[config.mk]
export PLATFORM = sky130hd
export DESIGN_NAME = limn2600_cache_ctrl
export DESIGN_NICKNAME = d
export VERILOG_FILES = /design/src/rtl/limn2600_cache_ctrl.sv
export SDC_FILE = /design/constraint.sdc
export NUM_CORES = 2
export LEC_CHECK = 0
export ABC_CLOCK_PERIOD_IN_PS = 22400
export CAP_MARGIN = 20
export CORE_MARGIN = 2
export CORE_UTILIZATION = 25
export DETAILED_ROUTE_END_ITERATION = 7
export DONT_BUFFER_PORTS = 1
export PLACE_DENSITY = 0.49
export SYNTH_ARGS = -nofsm -noshare
export SYNTH_HDL_FRONTEND = slang
export SYNTH_SLANG_ARGS = --single-unit
export TNS_END_PERCENT = 100
[constraint.sdc]
create_clock -name clk -period 22.4 [get_ports clk]
set_input_delay 2.24 -clock clk [delete_from_list [all_inputs] [get_ports clk]]
set_output_delay 2.24 -clock clk [all_outputs]
set_load 0.1 [all_outputs]
[src/rtl/limn2600_cache_ctrl.sv]
// Round-robin arbiter plus valid/tag store wrapped around an external hashed data
// array, turning it into a direct-mapped, write-through, write-allocate cache.
module limn2600_cache_ctrl #(
  parameter int DATA_WIDTH  = 32,
  parameter int NUM_ENTRIES = 64
) (
  input  logic                  clk,
  input  logic                  rst,
  input  logic                  p0_req,
  input  logic [31:0]           p0_addr,
  output logic                  p0_ack,
  output logic [DATA_WIDTH-1:0] p0_rdata,
  input  logic                  p1_req,
  input  logic                  p1_we,
  input  logic [31:0]           p1_addr,
  input  logic [DATA_WIDTH-1:0] p1_wdata,
  output logic                  p1_ack,
  output logic [DATA_WIDTH-1:0] p1_rdata,
  output logic                  c_we,
  output logic                  c_find,
  output logic [31:0]           c_addr_in,
  output logic [DATA_WIDTH-1:0] c_data_in,
  output logic [31:0]           c_addr_out,
  input  logic [DATA_WIDTH-1:0] c_data_out,
  output logic                  mem_req,
  output logic                  mem_we,
  output logic [31:0]           mem_addr,
  output logic [DATA_WIDTH-1:0] mem_wdata,
  input  logic                  mem_ack,
  input  logic [DATA_WIDTH-1:0] mem_rdata,
  input  logic                  flush,
  output logic                  busy
);

  localparam int IW = $clog2(NUM_ENTRIES);

  typedef enum logic [2:0] {
    IDLE, LOOKUP, COMPARE, RD_MEM, WR_MEM, FILL, RESP
  } state_t;

  state_t state, state_nx;

  logic                  port_q;
  logic                  we_q;
  logic [31:0]           addr_q;
  logic [DATA_WIDTH-1:0] data_q;
  logic                  rr_last;
  logic                  flush_pend;
  logic [NUM_ENTRIES-1:0] valid;
  logic [31:0]           tag [NUM_ENTRIES];

  logic                  grant;
  logic                  gnt_port;
  logic                  gnt_we;
  logic                  flush_now;
  logic [IW-1:0]         idx;
  logic                  hit;

  // Must stay bit-identical to the hash inside the cache instance.
  function automatic logic [IW-1:0] slot_of(input logic [31:0] a);
    logic [31:0] x;
    x = a;
    x = ((x >> 16) ^ x) * 32'h045d9f3b;
    x = ((x >> 16) ^ x) * 32'h045d9f3b;
    return IW'((x >> 16) ^ x);
  endfunction

  assign idx    = slot_of(addr_q);
  assign hit    = valid[idx] && (tag[idx] == addr_q);
  assign busy   = (state != IDLE);
  assign c_find = 1'b0;

  always_comb begin
    state_nx  = state;
    grant     = 1'b0;
    gnt_port  = 1'b0;
    gnt_we    = 1'b0;
    flush_now = 1'b0;
    p0_ack    = 1'b0;
    p1_ack    = 1'b0;
    p0_rdata  = '0;
    p1_rdata  = '0;
    c_we      = 1'b0;
    c_addr_in = '0;
    c_data_in = '0;
    mem_req   = 1'b0;
    mem_we    = 1'b0;
    mem_addr  = '0;
    mem_wdata = '0;
    case (state)
      IDLE: begin
        if (flush_pend || flush) begin
          flush_now = 1'b1;
        end else if (p0_req || p1_req) begin
          grant    = 1'b1;
          gnt_port = (p0_req && p1_req) ? ~rr_last : p1_req;
          gnt_we   = gnt_port & p1_we;
          state_nx = gnt_we ? WR_MEM : LOOKUP;
        end
      end
      LOOKUP:  state_nx = COMPARE;
      COMPARE: state_nx = hit ? RESP : RD_MEM;
      RD_MEM: begin
        mem_req  = 1'b1;
        mem_addr = addr_q;
        if (mem_ack) state_nx = FILL;
      end
      WR_MEM: begin
        mem_req   = 1'b1;
        mem_we    = 1'b1;
        mem_addr  = addr_q;
        mem_wdata = data_q;
        if (mem_ack) state_nx = FILL;
      end
      FILL: begin
        c_we      = 1'b1;
        c_addr_in = addr_q;
        c_data_in = data_q;
        state_nx  = RESP;
      end
      RESP: begin
        if (port_q) begin
          p1_ack   = 1'b1;
          p1_rdata = we_q ? '0 : data_q;
        end else begin
          p0_ack   = 1'b1;
          p0_rdata = data_q;
        end
        state_nx = IDLE;
      end
      default: state_nx = IDLE;
    endcase
  end

  always_ff @(posedge clk or negedge rst) begin
    if (!rst) begin
      state      <= IDLE;
      rr_last    <= 1'b0;
      flush_pend <= 1'b0;
      valid      <= '0;
      c_addr_out <= '0;
    end else begin
      state <= state_nx;
      if (flush_now) begin
        valid      <= '0;
        flush_pend <= 1'b0;
      end else if (flush && state != IDLE) begin
        flush_pend <= 1'b1;
      end
      if (state == FILL) valid[idx] <= 1'b1;
      // Only a genuine conflict moves the round-robin pointer.
      if (grant && p0_req && p1_req) rr_last <= gnt_port;
      if (grant && !gnt_we) c_addr_out <= gnt_port ? p1_addr : p0_addr;
    end
  end

  // Holds write data from grant, then the hit or memory word until RESP.
  always_ff @(posedge clk) begin
    if (grant) begin
      port_q <= gnt_port;
      we_q   <= gnt_we;
      addr_q <= gnt_port ? p1_addr : p0_addr;
      data_q <= gnt_port ? p1_wdata : '0;
    end
    if (state == COMPARE && hit) data_q <= c_data_out;
    if (state == RD_MEM && mem_ack) data_q <= mem_rdata;
    if (state == FILL) tag[idx] <= addr_q;
  end

endmodule

**After elaboration in Yosys (flattened, before gate mapping)**

Memory sizes are Yosys's and may differ from the RTL's.
Index checks and enable logic that the tools add are counted.
W data, S select, Z words.

- Register bits after elaboration: 167
- Memories: 1
- Memory bits (writable): 2,048
- Input port bits: 167
- Word-level logic and storage cells: 96

- Bitwise logic cells: 6
- Eq/ne operators: 10
- Multiplexer cells: 48
- $lt $le $gt $ge: 2
- Multipliers: 2
- Reduce and logical (&&, ||, !) cells: 18

Memories:

| memory | depth | bits a word | read ports | clocked after Yosys merged registers in | wr ports | line | text |
|---|---|---|---|---|---|---|---|
| tag | 64 | 32 | 1 | 0 | 1 | 50 | `logic [31:0] tag [NUM_ENTRIES];` |

Operators with widths:

| operator | number |
|---|---|
| $mux W32 | 14 |
| $mux W64 | 2 |
| $or A64 B64 Y64 | 1 |
| $xor A16 B32 Y32 | 2 |
| $eq A32 B32 Y1 | 1 |
| $mul A32 B27 Y22 const B | 1 |
| $mul A32 B27 Y32 const B | 1 |
| $mux W1 | 24 |
| $mux W3 | 5 |
| $pmux W3 S5 | 1 |
| $eq A3 B3 Y1 const B | 3 |
| $logic_and A1 B1 Y1 | 9 |
| $lt A6 B7 Y1 const B | 1 |
| $bmux W1 S6 | 1 |
| $demux W1 S6 | 1 |
| $eq A3 B2 Y1 const B | 2 |
| $ge A6 B1 Y1 const B | 1 |
| $reduce_bool A3 Y1 | 2 |
| $xor A6 B6 Y6 | 1 |
| $ne A2 B2 Y1 const B | 2 |
| $eq A3 B1 Y1 const B | 1 |
| $logic_not A3 Y1 | 1 |
| $reduce_and A3 Y1 | 1 |
| $logic_or A1 B1 Y1 | 2 |
| 6 further kinds | 6 |

**Logic depth before layout (Yosys ltp)**

- Word-level depth: 11
- Mapped depth: 70

**Worst setup path after synthesis**

No wires, ideal clock.

- Path type: flip-flop to flip-flop
- From: register addr_q[22]
- To: register data_q[0] (enable)
- Required time: 22.005 ns
- Arrival time: 16.601 ns
- Clock period less this slack: 16.996 ns
- Stages on the path, launching flop included: 61
- Setup time: 0.395 ns
- Setup slack: 5.404 ns
- Path through: edfxtp_1 -> clkbuf_1 -> xor2_1 -> xnor2_1 -> inv_1 -> ha_1 -> nand2b_1 -> fa_1 -> inv_1 -> fa_1 -> inv_1 -> fa_1 -> inv_1 -> fa_1 -> fa_1 -> inv_1 -> ha_1 -> clkbuf_2 -> (+25 left out) -> xnor2_1 -> clkbuf_1 -> nor2_1 -> o21ai_0 -> and2_1 -> buf_2 -> buf_1 -> clkbuf_1 -> clkbuf_1 -> a41oi_1 -> a221o_1 -> o31a_1 -> xnor2_1 -> a2111o_1 -> nor4_4 -> buf_6 -> nand4_1 -> nand3_1

- Longest elaborated chain between the ends: 10

Ends and longest elaborated chain:

| what | line | text |
|---|---|---|
| start, declared | 45 | `logic [31:0] addr_q;` |
| start signal, assigned | 162 | `addr_q <= gnt_port ? p1_addr : p0_addr;` |
| $xor A16 B32 Y32 | 63 | `x = ((x >> 16) ^ x) * 32'h045d9f3b;` |
| $mul A32 B27 Y32 | 63 |  |
| $xor A16 B32 Y32 | 64 | `x = ((x >> 16) ^ x) * 32'h045d9f3b;` |
| $mul A32 B27 Y22 | 64 |  |
| $xor A6 B6 Y6 | 65 | `return IW'((x >> 16) ^ x);` |
| $mem_v2 Z64 W32 / $bmux W1 S6 (equally long branches) | -- |  |
| $eq A32 B32 Y1 / $mux W1 (equally long branches) | 69 | `assign hit = valid[idx] && (tag[idx] == addr_q);` |
| $logic_and A1 B1 Y1 * | 69 |  |
| $logic_and A1 B1 Y1 * | 165 | `if (state == COMPARE && hit) data_q <= c_data_out;` |
| $reduce_bool A3 Y1 (no line) * | -- |  |
| end signal, assigned | 163 | `data_q <= gnt_port ? p1_wdata : '0;` |
| end signal, assigned | 165 |  |
| end signal, assigned | 166 | `if (state == RD_MEM && mem_ack) data_q <= mem_rdata;` |
| end, declared | 46 | `logic [DATA_WIDTH-1:0] data_q;` |

Every way passes the cells marked *; elsewhere a longest branch is shown, timed or not. The select of a mux whose other input is x is not followed.
A chain may end at the register's enable or synchronous reset.

**Worst setup path in the final report**

- From: register addr_q[23]
- To: register data_q[16] (enable)

Same word-level chain as after synthesis.

==> results.toml <==
[status]
status = "finished clean"

[clock_tree]
insertion_delay_ns = 0.91
cts_buffer_depth = 3
cts_buffers = 230
htreeDepth = 4
cts_tree = "yes"
clkTransAtPathRegs_ns = 0.06
cts_hold_buffers = 0
cts-resized-gates = 0
numClockSinks = 2215
post-cts-setup-buffers = 0
cts_root_buffer = "clkbuf_16"

[floorplanning]
rows = 235
die-area_um2 = 416000
die_y_um = 645
fp.coreArea_um2 = 409000
initial_core_util_pct = 25.1
die_w_um = 645
io_pins = 398

[timing]
hold_slack_ns = 0.476
finalCritPeriodShare_pct = 87.1
setup_viol = 0
fin_worst_skew_ns = 0.0548
hold_viol_final = 0
fin_setup_tns_ns = 0
max_freq_mhz = 51.2
setup_slack_ns = 2.88
tightestPinTransition_ns = 1.32
timing.slew.headroom_pct = 12.2
post-route-min-period_ns = 19.52
rsz0062_at_grt = "no"
drv_slew = 0

[layout]
final_nets = 8369
syn_to_final_growth_pct = 15.4
layout_commonest_cell = "edfxtp_1"
layout_common_cells = "edfxtp_1 (2114), nand2_1 (1023), inv_1 (531), fa_1 (318), buf_4 (273)"
layout-drive-gt1-share_pct = 11.4

[synthesis]
syn_area_um2 = 103000
synth_cell_type_count = 92
syn_inst = 7533
yosys_warnings = 0
yosys.area.top_type_share_pct = 61.8
yosysTopAreaCell = "edfxtp_1"
ys_async_sr_fraction_pct = 4.56
syn_nets = 8278
synth_edf_count = 2114
synth.area.top_cells = "edfxtp_1 (62%), fa_1 (6.2%), nand2_1 (3.8%)"
synth_top_flop_cell = "edfxtp_1"
avgSynthCellArea_um2 = 13.6
synth-seq-area-share_pct = 64.3
ys_seq_elements = 2215

[grt]
grt_pass1_vias = 66800
grt.overflow.total = 0
grt_pass1_wl_um = 586000
globalRouteTotalUtil_pct = 20.3
grt_max_degree = 102
antenna_found_initial = 40

[setup_path]
crit_arrival_ns = 20.06
critPathMostFrequentCell = "fa_1"
crit_path_top_delay_cell = "xnor2_1"
slowest_delay_ns = 0.92
crit_fanout = 43
crit_type = "reg2reg"
startpoint_type = "flop"
worstPathRequired_ns = 22.94
worstSetupEndpointType = "flop"

[flow_run]
drv_cap = 0

[place]
gp_congestion = 0.908
hpwlAfterDp_um = 271000
place_ws_ns = 2.86
portBuffers = 0

[routing]
drc = 0
wl_per_cell_um = 32.8
num_vias = 69500
drt_iter0_drc = 10600
ant_nets = 0
wirelength_um = 437000
dr.pass1.iters = 7
via_per_inst = 5.22

[worst_hold_path]
min_path_type = "reg2reg"
metal layers:
| layer | vias to the layer above | part of all wire (%) | GRT usage (%) |
|---|---|---|---|
| li1 | 28200 | - | - |
| met1 | 36400 | 40 | 26.9 |
| met2 | 4062 | 45 | 31.4 |
| met3 | 783 | 9.8 | 4.52 |
| met4 | 18 | 5.5 | 9.63 |
| met5 | - | 0.025 | 0 |
worst max-delay path, delay by kind of cell, from the launching register on:
kind	cells	cell delay (ns)
AOI/OAI and AO/OA	20	4.93
xor gates and xnor gates	4	1.79
adders and majority gates	15	6.21
buffers and inverters	12	3.00
DFF	1	0.46
muxes	2	0.56
and+or+nand+nor	8	2.03
path summary, 6_finish.rpt:
kind | slack [ns] | end | from | cells past startpoint
min reg2reg | 0.48 | valid[40] | valid[40] | 1
min | 0.48 | valid[40] | valid[40] | 1
max | 2.88 | data_q[16] | addr_q[23] | 61
min in group asynchronous | 1.03 | valid[53] | rst | 0
max reg2reg | 2.88 | data_q[16] | addr_q[23] | 61
max in group asynchronous | 21.10 | valid[31] | rst | 0
Yosys cell counts (21+ instances only):
library cell	number
xnor2_1	126
a21oi_1	119
a311oi_1	29
o221ai_1	92
a21o_1	88
nand2_1	1035
and3_1	153
a32o_1	22
nand4_1	73
inv_1	532
nor3_1	61
a32oi_1	52
or3_1	21
o2111ai_1	40
nand3_1	229
o22a_1	28
dfrtp_1	101
a221oi_1	36
and2_1	129
nor2_1	233
buf_2	95
a31oi_1	166
a211o_1	21
mux2_2	99
ha_1	260
o21ai_0	161
xor2_1	45
clkbuf_1	257
a211oi_1	51
o31ai_1	22
buf_1	67
o211ai_1	52
fa_1	318
edfxtp_1	2114
o22ai_1	175
mux2i_1	176
flip-flops by register name (all words and copies together), names as in the netlist:
name and cells:
tag 2048, valid 64, addr_q 32, c_addr_out 32
data_q 32, state 3, flush_pend 1, port_q 1
rr_last 1, we_q 1
final cells by class:
class	instances	area (um^2)
well taps	5451	6820
inverters	534	2010
clock buffers	277	5940
clock inverters	150	1380
fillers	41300	291000
diodes	42	105
flip-flops and latches	2215	66000
multi-input cells	4341	33600
repair buffers	302	2590
kinds of logic after synthesis:
family / count (synthesis) / share of synthesized area, %
adder cells (fa/ha/maj): 578 / 9.37
flip-flops: 2215 / 64.3
XOR/XNOR: 178 / 1.62
multiplexers: 287 / 3.06
other: 1 / 0.00365
buffers and inverters: 977 / 3.80
AO/OA/AOI/OAI: 1317 / 9.20
AND/OR/NAND/NOR: 1980 / 8.67
per-stage QoR:
stage | instance area, um^2 | util (%) | instances
6_report | 119000 | 29.0 | 13300
4_1_cts | 118000 | 28.9 | 13300
3_3_place_gp | 111000 | 27.1 | 12800
5_1_grt | 118000 | 28.9 | 13300
2_1_floorplan | 103000 | - | 7533
3_5_place_dp | 111000 | 27.1 | 12800
Power is left out: the tool's default activity adds up to more than one toggle a clock period on the data nets, which glitch-free logic cannot reach.
